File: src/rtl/mul_unit_ctrl.sv
// mul_unit_ctrl
// Sequencer between execute-stage issue and a 33x33 two-stage pipelined
// multiplier. It forms the 33-bit signed/unsigned operands for the four
// RV32M multiply ops and drives the multiplier clock enable. A shadow
// pipeline of {valid, op, tag} moves in lock-step with the multiplier
// stages. The final stage selects the low or high product word and
// presents it to writeback, in issue order and with its tag.
//
// Build option MUL_SKID_EN: adds a one-entry output skid register. With
// it, mul_ce and req_ready depend only on registered state, so there is
// no combinational path from resp_ready back to the issue side. Without
// it, a stalled result freezes the pipeline in the same cycle.
module mul_unit_ctrl #(
    parameter int TAG_W = 5
) (
    input  logic             clk,
    input  logic             rst_n,
    input  logic             flush,
    input  logic             req_valid,
    output logic             req_ready,
    input  logic [1:0]       req_op,
    input  logic [31:0]      req_a,
    input  logic [31:0]      req_b,
    input  logic [TAG_W-1:0] req_tag,
    output logic             resp_valid,
    input  logic             resp_ready,
    output logic [31:0]      resp_data,
    output logic [TAG_W-1:0] resp_tag,
    output logic [32:0]      mul_a,
    output logic [32:0]      mul_b,
    output logic             mul_ce,
    input  logic [65:0]      mul_p
);

    // Number of shadow stages; this must match the multiplier pipeline depth.
    localparam int NSTG = 2;

    localparam logic [1:0] OP_MUL    = 2'b00;
    localparam logic [1:0] OP_MULH   = 2'b01;
    localparam logic [1:0] OP_MULHU  = 2'b11;

    logic             accept;
    logic             s2_valid;
    logic [1:0]       s2_op;
    logic [TAG_W-1:0] s2_tag;
    logic [31:0]      s2_data;

    // Only the low 64 product bits are ever architecturally visible.
    logic             mul_p_unused;
    assign mul_p_unused = ^mul_p[65:64];

    // Operand extension: the 33rd bit is the sign for signed operands, else 0
    always_comb begin
        mul_a = {1'b0, req_a};
        mul_b = {1'b0, req_b};
        if (req_op != OP_MULHU) begin
            mul_a[32] = req_a[31];
        end
        if ((req_op == OP_MUL) || (req_op == OP_MULH)) begin
            mul_b[32] = req_b[31];
        end
    end

    assign accept = req_valid & req_ready;

    // Shadow pipeline. Stage 0 loads the request side; later stages take
    // the previous stage. All stages advance only when the multiplier does.
    genvar gi;
    generate
        for (gi = 0; gi < NSTG; gi++) begin : g_stage
            logic             valid_reg;
            logic             valid_next;
            logic [1:0]       op_reg;
            logic [1:0]       op_next;
            logic [TAG_W-1:0] tag_reg;
            logic [TAG_W-1:0] tag_next;
            logic             in_valid;
            logic [1:0]       in_op;
            logic [TAG_W-1:0] in_tag;

            if (gi == 0) begin : g_head
                assign in_valid = accept;
                assign in_op    = req_op;
                assign in_tag   = req_tag;
            end else begin : g_tail
                assign in_valid = g_stage[gi-1].valid_reg;
                assign in_op    = g_stage[gi-1].op_reg;
                assign in_tag   = g_stage[gi-1].tag_reg;
            end

            // Stage next-state: shift with the multiplier; flush kills the slot
            always_comb begin
                valid_next = valid_reg;
                op_next    = op_reg;
                tag_next   = tag_reg;
                if (mul_ce) begin
                    valid_next = in_valid;
                    op_next    = in_op;
                    tag_next   = in_tag;
                end
                if (flush) begin
                    valid_next = 1'b0;
                end
            end

            // Stage registers; reset discards any in-flight op at once
            always_ff @(posedge clk or negedge rst_n) begin
                if (!rst_n) begin
                    valid_reg <= 1'b0;
                    op_reg    <= 2'b00;
                    tag_reg   <= '0;
                end else begin
                    valid_reg <= valid_next;
                    op_reg    <= op_next;
                    tag_reg   <= tag_next;
                end
            end
        end
    endgenerate

    assign s2_valid = g_stage[NSTG-1].valid_reg;
    assign s2_op    = g_stage[NSTG-1].op_reg;
    assign s2_tag   = g_stage[NSTG-1].tag_reg;

    // MUL returns the low word; MULH/MULHSU/MULHU return the high word.
    assign s2_data  = (s2_op == OP_MUL) ? mul_p[31:0] : mul_p[63:32];

`ifdef MUL_SKID_EN
    logic             k_valid_reg;
    logic             k_valid_next;
    logic [31:0]      k_data_reg;
    logic [31:0]      k_data_next;
    logic [TAG_W-1:0] k_tag_reg;
    logic [TAG_W-1:0] k_tag_next;

    // The pipeline runs whenever the skid entry is free. A result that is
    // refused at S2 parks in the skid entry while the pipe keeps moving
    // for one more edge.
    assign mul_ce    = ~k_valid_reg;
    assign req_ready = ~k_valid_reg & ~flush;

    // Skid next-state: drain on acceptance, capture a refused S2 result
    always_comb begin
        k_valid_next = k_valid_reg;
        k_data_next  = k_data_reg;
        k_tag_next   = k_tag_reg;
        if (k_valid_reg && resp_ready) begin
            k_valid_next = 1'b0;
        end
        if (mul_ce && s2_valid && !resp_ready) begin
            k_valid_next = 1'b1;
            k_data_next  = s2_data;
            k_tag_next   = s2_tag;
        end
        if (flush) begin
            k_valid_next = 1'b0;
        end
    end

    // Skid register
    always_ff @(posedge clk or negedge rst_n) begin
        if (!rst_n) begin
            k_valid_reg <= 1'b0;
            k_data_reg  <= '0;
            k_tag_reg   <= '0;
        end else begin
            k_valid_reg <= k_valid_next;
            k_data_reg  <= k_data_next;
            k_tag_reg   <= k_tag_next;
        end
    end

    // The skid entry is always older than S2, so it is presented first.
    assign resp_valid = k_valid_reg | s2_valid;
    assign resp_data  = k_valid_reg ? k_data_reg : s2_data;
    assign resp_tag   = k_valid_reg ? k_tag_reg  : s2_tag;
`else
    // The pipeline freezes only when a finished result is being refused.
    assign mul_ce     = ~s2_valid | resp_ready;
    assign req_ready  = mul_ce & ~flush;

    assign resp_valid = s2_valid;
    assign resp_data  = s2_data;
    assign resp_tag   = s2_tag;
`endif

endmodule

File: config.mk
export PLATFORM = sky130hd
export DESIGN_NAME = mul_unit_ctrl
export DESIGN_NICKNAME = d
export VERILOG_FILES = /design/src/rtl/mul_unit_ctrl.sv
export SDC_FILE = /design/constraint.sdc
export NUM_CORES = 1
export LEC_CHECK = 0
export CAP_MARGIN = 20
export CORE_AREA = 2 2 96 98
export DETAILED_ROUTE_END_ITERATION = 16
export DIE_AREA = 0 0 98 100
export GPL_ROUTABILITY_DRIVEN = 0
export PLACE_DENSITY = 0.72
export SKIP_LAST_GASP = 1
export SLEW_MARGIN = 20
export SYNTH_ARGS = -nofsm -noshare
export SYNTH_HDL_FRONTEND = slang
export SYNTH_SLANG_ARGS = --single-unit
File: constraint.sdc
create_clock -name clk -period 4 [get_ports clk]
set_clock_uncertainty 0.2 [all_clocks]
set_input_delay 0.8 -clock clk [delete_from_list [all_inputs] [get_ports clk]]
set_output_delay 0.8 -clock clk [all_outputs]
set_load 0.01 [all_outputs]
==> impl_metrics.yaml, run 1 <==
status:
  status: "completed"
timing:
  finalSetupTns_ns: 0
  tightest_slew_ns: 0.690
  clock.fmax_mhz: 306
  finalCriticalPeriod_ns: 3.26
  hold_ws_ns: 0.299
  relSlewSlack: 0.539
  setup_viol: 0
  rsz0062_at_grt: "false"
  finalMaxSlewViolations: 0
  report.final.hold_viol_count: 0
  fin_crit_sh: 0.816
setup_path:
  crit_path_frequent_cell: "clkdlybuf4s50_1"
  cp_max_fo: 11
  worstPathRequired_ns: 3.00
  cp_slowest_cell: "clkdlybuf4s50_1"
  cp.arrival_ns: 2.26
  worst_path_largest_cell_delay_ns: 0.52
  crit_family: "buffers and inverters"
  crit_buf_inv: 3
  cp_cell_sequence: "clkdlybuf4s50_1 -> nor2b_4 -> inv_2 -> clkdlybuf4s50_1"
  critical_path_class: "in -> out"
  end_kind: "output pin"
  worstSetupStartpointType: "input pin"
clock_tree:
  clkTransAtPathRegs_ns: 0.06
  clockBufferDepth: 2
  post_cts_buffers: 0
  ctsResizeCount: 0
  cts-htree-levels: 1
  clkLatencyLatePin_ns: 0.25
  tritoncts: "built"
  cts_sinks: 16
  cts_hold_buf: 0
  cts_buffers: 3
  cts_root_buf: "clkbuf_8"
power:
  ir_drop_v: 0.000173
  clkPwrFrac: 0.212
  p_leak_uw: 0.000894
  design_power_total_uw: 554
  p_int_uw: 418
  p_seq_frac: 0.328
  power.density_nw_per_um2: 231
  pwr-share-comb: 0.460
  p_switching_uw: 137
  swShare: 0.246
die:
  core_area_um2: 8890
  io_pins: 248
  row_count: 35
  dieWidth_um: 98
  dieArea_um2: 9800
  die_h_um: 100
  start_util: 0.173
route:
  wire_per_inst_um: 14.1
  routed-via-count: 1176
  wirelength_um: 4370
  dr.pass1.iters: 4
  drt_iter0_drc: 6
  antenna_left: 0
  drc: 0
  viasPerCell: 3.81
layout:
  drive_above_1_share: 0.268
  area_delta_synth_final_pct: 56.4
  fillers: 942
  regArea_um2: 400
  finish.net_count: 342
  fin_area_um2: 2400
  diodes: 0
  postLayoutCoreUtil: 0.270
  multi_input_area_um2: 596
global_routing:
  grt_pass1_vias: 1257
  grt_first_pass_wirelength_um: 6440
  antenna_found_initial: 0
  grt_max_degree: 30
  grtUsageTotal: 0.0815
  gr-total-overflow: 0
synthesis:
  yosysTopAreaCell: "mux2_2"
  syn_avg_cell_area_um2: 10.9
  ys_types: 17
  syn-num-nets: 283
  seq_area_frac_synth: 0.261
  synth_top_area_frac: 0.322
  synth_area_um2: 1540
  yosys_warnings: 0
  yosys-top-cells-area: "mux2_2 32%, buf_4 31%, dfrtp_1 26%"
  synth-seq-cells: 16
  synthesis.instances: 141
placed_design:
  hpwlAfterDp_um: 3650
  port-buffer-count: 121
  dpl-instance-area_um2: 2360
flow_run:
  drv_cap: 0
hold_path:
  hold_path.class: "reg -> reg"
==> cell families after synthesis <==
kind of cell	synth area share
AO/OA/AOI/OAI	0.0114
multiplexers	0.342
flip-flops	0.261
buffers and inverters	0.352
AND/OR/NAND/NOR	0.0342
==> Yosys cell counts, drive strengths merged <==
library cell / n
mux2: 46
a21boi: 1
nand2b: 1
nand4bb: 1
buf: 65
o21ai: 1
a21oi: 1
nor2: 2
clkbuf: 3
dfrtp: 16
nor2b: 2
inv: 2
==> final cells by class <==
type	instances	area share
multi-input cells	55	0.248
flip-flops and latches	16	0.167
well taps	111	0.0578
clock buffers	3	0.0172
repair buffers	122	0.507
inverters	2	0.00313
==> path summary, 6_finish.rpt <==
path	startpoint	to	slack, ns	cells after the start
min in group asynchronous	rst_n	g_stage[0].tag_reg[4]	0.77	1
max in group asynchronous	rst_n	resp_tag[3]	2.39	1
min	g_stage[0].tag_reg[0]	g_stage[0].tag_reg[0]	0.30	1
max	resp_ready	mul_ce	0.74	4
min reg2reg	g_stage[0].tag_reg[0]	g_stage[0].tag_reg[0]	0.30	1
max reg2reg	resp_valid	g_stage[0].tag_reg[3]	2.52	3
==> routing by layer <==
metal,part of all wire,GRT usage,vias up,wire length [um]
met5,0,0.0205,-,0
met2,0.40,0.102,136,1750
li1,-,-,522,-
met3,0.20,0.0724,4,857
met4,0.0076,0.0192,0,33
met1,0.40,0.101,514,1730
==> metrics by stage <==
step	cells	setup slack [ns]
2_1_floorplan	141	1.88
3_3_place_gp	306	0.741
3_5_place_dp	306	0.735
4_1_cts	309	0.722
5_1_grt	309	0.650
6_report	309	0.736
==> power groups by stage <==
stage | combinational, uW | clock [uW] | sequential (uW)
global route | 273 | 129 | 184
global placement | 254 | 0 | 184
floorplan | 158 | 0 | 186
CTS | 259 | 121 | 182
finish | 255 | 117 | 182
detailed placement | 257 | 0 | 185
==> layout by cell type, fill, tap and decap left out <==
master,instances
o21ai_0,1
nor2_4,1
nand2b_1,1
nor2b_4,1
nand4bb_1,1
mux2_2,44
a21oi_1,1
inv_2,1
clkbuf_8,3
nor2_1,1
buf_4,1
a21boi_0,1
inv_1,1
clkdlybuf4s50_1,121
dfrtp_1,16
nor2b_1,1
mux2_4,2
Power figures use the tool's default switching activity.
==> run 2, diff against run 1 <==
- PLACE_DENSITY: 0.72 -> 0.74
- clock period: 4 -> 3 ns (I/O delays scaled with it)
==> impl_metrics.yaml, run 2 (synthesis gave the netlist of run 1 again) <==
route:
  wire_per_inst_um: 14.1
  drt_iter0_drc: 18
  drc: 0
  dr.pass1.iters: 4
  viasPerCell: 3.81
  wirelength_um: 4390
  antenna_left: 0
  routed-via-count: 1189
setup_path:
  worstPathRequired_ns: 2.20
  crit_family: "buffers and inverters"
  cp_cell_sequence: "nor2_4 -> buf_12 -> mux2_2 -> clkdlybuf4s50_1"
  r2r-end: "g_stage[0].op_reg[0]"
  end_kind: "output pin"
  timing.reg2reg.setup_slack_ns: 1.53
  cp.depth: 4
  r2r-start: "resp_valid"
  cp.arrival_ns: 2.00
  reg2regPathDepth: 3
  cp_slowest_cell: "clkdlybuf4s50_1"
  crit_buf_inv: 2
  cp_max_fo: 27
  worstSetupStartpointType: "register"
  critical_path_class: "reg -> out"
  worst_path_largest_cell_delay_ns: 0.51
die:
  io_pins: 248
  row_count: 35
  dieWidth_um: 98
  core_area_um2: 8890
  dieArea_um2: 9800
  start_util: 0.173
  die_h_um: 100
hold_path:
  hold_end: "g_stage[0].tag_reg[4]"
  min_path_cells: 1
  hold_path.class: "reg -> reg"
  hold_path.startpoint: "g_stage[0].tag_reg[4]"
timing:
  setup_viol: 0
  report.final.hold_viol_count: 0
  finalCriticalPeriod_ns: 2.80
  tightest_slew_ns: 0.700
  fin_crit_sh: 0.933
  relSlewSlack: 0.532
  finalMaxSlewViolations: 0
  clock.fmax_mhz: 357
  hold_ws_ns: 0.306
  rsz0062_at_grt: "false"
  finalSetupTns_ns: 0
placed_design:
  dp_cells: 308
  hpwlAfterDp_um: 3690
  port-buffer-count: 121
clock_tree:
  cts_sinks: 16
  clkTransAtPathRegs_ns: 0.06
  cts_buffers: 3
  cts_root_buf: "clkbuf_8"
  clockBufferDepth: 2
  post_cts_buffers: 0
  cts_hold_buf: 0
  clkLatencyLatePin_ns: 0.25
  ctsResizeCount: 0
  cts-htree-levels: 1
  tritoncts: "built"
layout:
  final_common_cell: "clkdlybuf4s50_1"
  postLayoutCoreUtil: 0.275
  finish.net_count: 344
  diodes: 0
  drive_above_1_share: 0.279
  fin_cells: 312
  area_delta_synth_final_pct: 59.0
  final_cell_mix: "121 x clkdlybuf4s50_1, 44 x mux2_2, 16 x dfrtp_1, 4 x clkbuf_8"
power:
  p_switching_uw: 184
  power.density_nw_per_um2: 316
  p_int_uw: 589
  swShare: 0.238
  p_seq_frac: 0.314
  pwr-share-comb: 0.446
  p_leak_uw: 0.000914
  clkPwrFrac: 0.240
  ir_drop_v: 0.000327
global_routing:
  grtUsageTotal: 0.0791
  gr-total-overflow: 0
  grt_pass1_vias: 1220
  grt_first_pass_wirelength_um: 6180
  antenna_found_initial: 0
  grt_max_degree: 28
flow_run:
  drv_cap: 0
status:
  status: "completed"
## run 2: changes by cell type in the layout (fill, tap and decap cells not counted), sizes merged
cell	delta
buf	+2
clkbuf	+1
## run 2: metal layers
layer	vias to the layer above	global-route usage	wire length, um
met1	522	0.0941	1730
met5	-	0.0256	0
met3	0	0.0738	912
met4	0	0.0128	0
met2	142	0.103	1740
li1	525	-	-
## run 2: worst register-to-register path: cells and delay by family (launching register included)
kind | cells | cell delay [ns]
buffers and inverters | 1 | 0.19
AND/OR/NAND/NOR | 1 | 0.27
multiplexers | 1 | 0.33
flip-flops | 1 | 0.37
## run 2: worst max path at each step
stage                                     from       endpoint  slack, ns
after CTS                 g_stage[1].op_reg[1]  resp_data[21]       0.15
after global placement              resp_ready      req_ready       0.36
final                     g_stage[1].op_reg[1]  resp_data[21]       0.20
after detailed placement             req_a[31]      mul_a[32]       0.34
after floorplan           g_stage[1].op_reg[1]  resp_data[29]       1.10
after global routing      g_stage[1].op_reg[1]  resp_data[21]       0.10
## run 2: power groups by stage
stage	clock network [uW]	registers, uW	logic, uW
floorplan	0	248	211
finish	185	243	344
global route	199	245	366
global placement	0	245	345
detailed placement	0	247	347
CTS	189	243	349
## run 2: final cells by class
class                      count  area (um^2)
fill                         931         6450
tap                          111          139
inverter                       2         7.51
timing repair buffer         124         1250
multi-input combinational     55          596
sequential                    16          400
clock buffer                   4         55.1
## run 2: metrics by stage
stage	total power [uW]	setup WS (ns)	instance area [um^2]
detailed placement	594	0.340	2390
global route	810	0.103	2440
global placement	590	0.359	2390
finish	773	0.201	2440
floorplan	459	1.10	1540
CTS	781	0.147	2440
==> run 3, diff against run 2 <==
- CAP_MARGIN: 20 -> 0
==> results of run 3 <==
No change in the layout: final DEF, timing and power equal those of run 2.
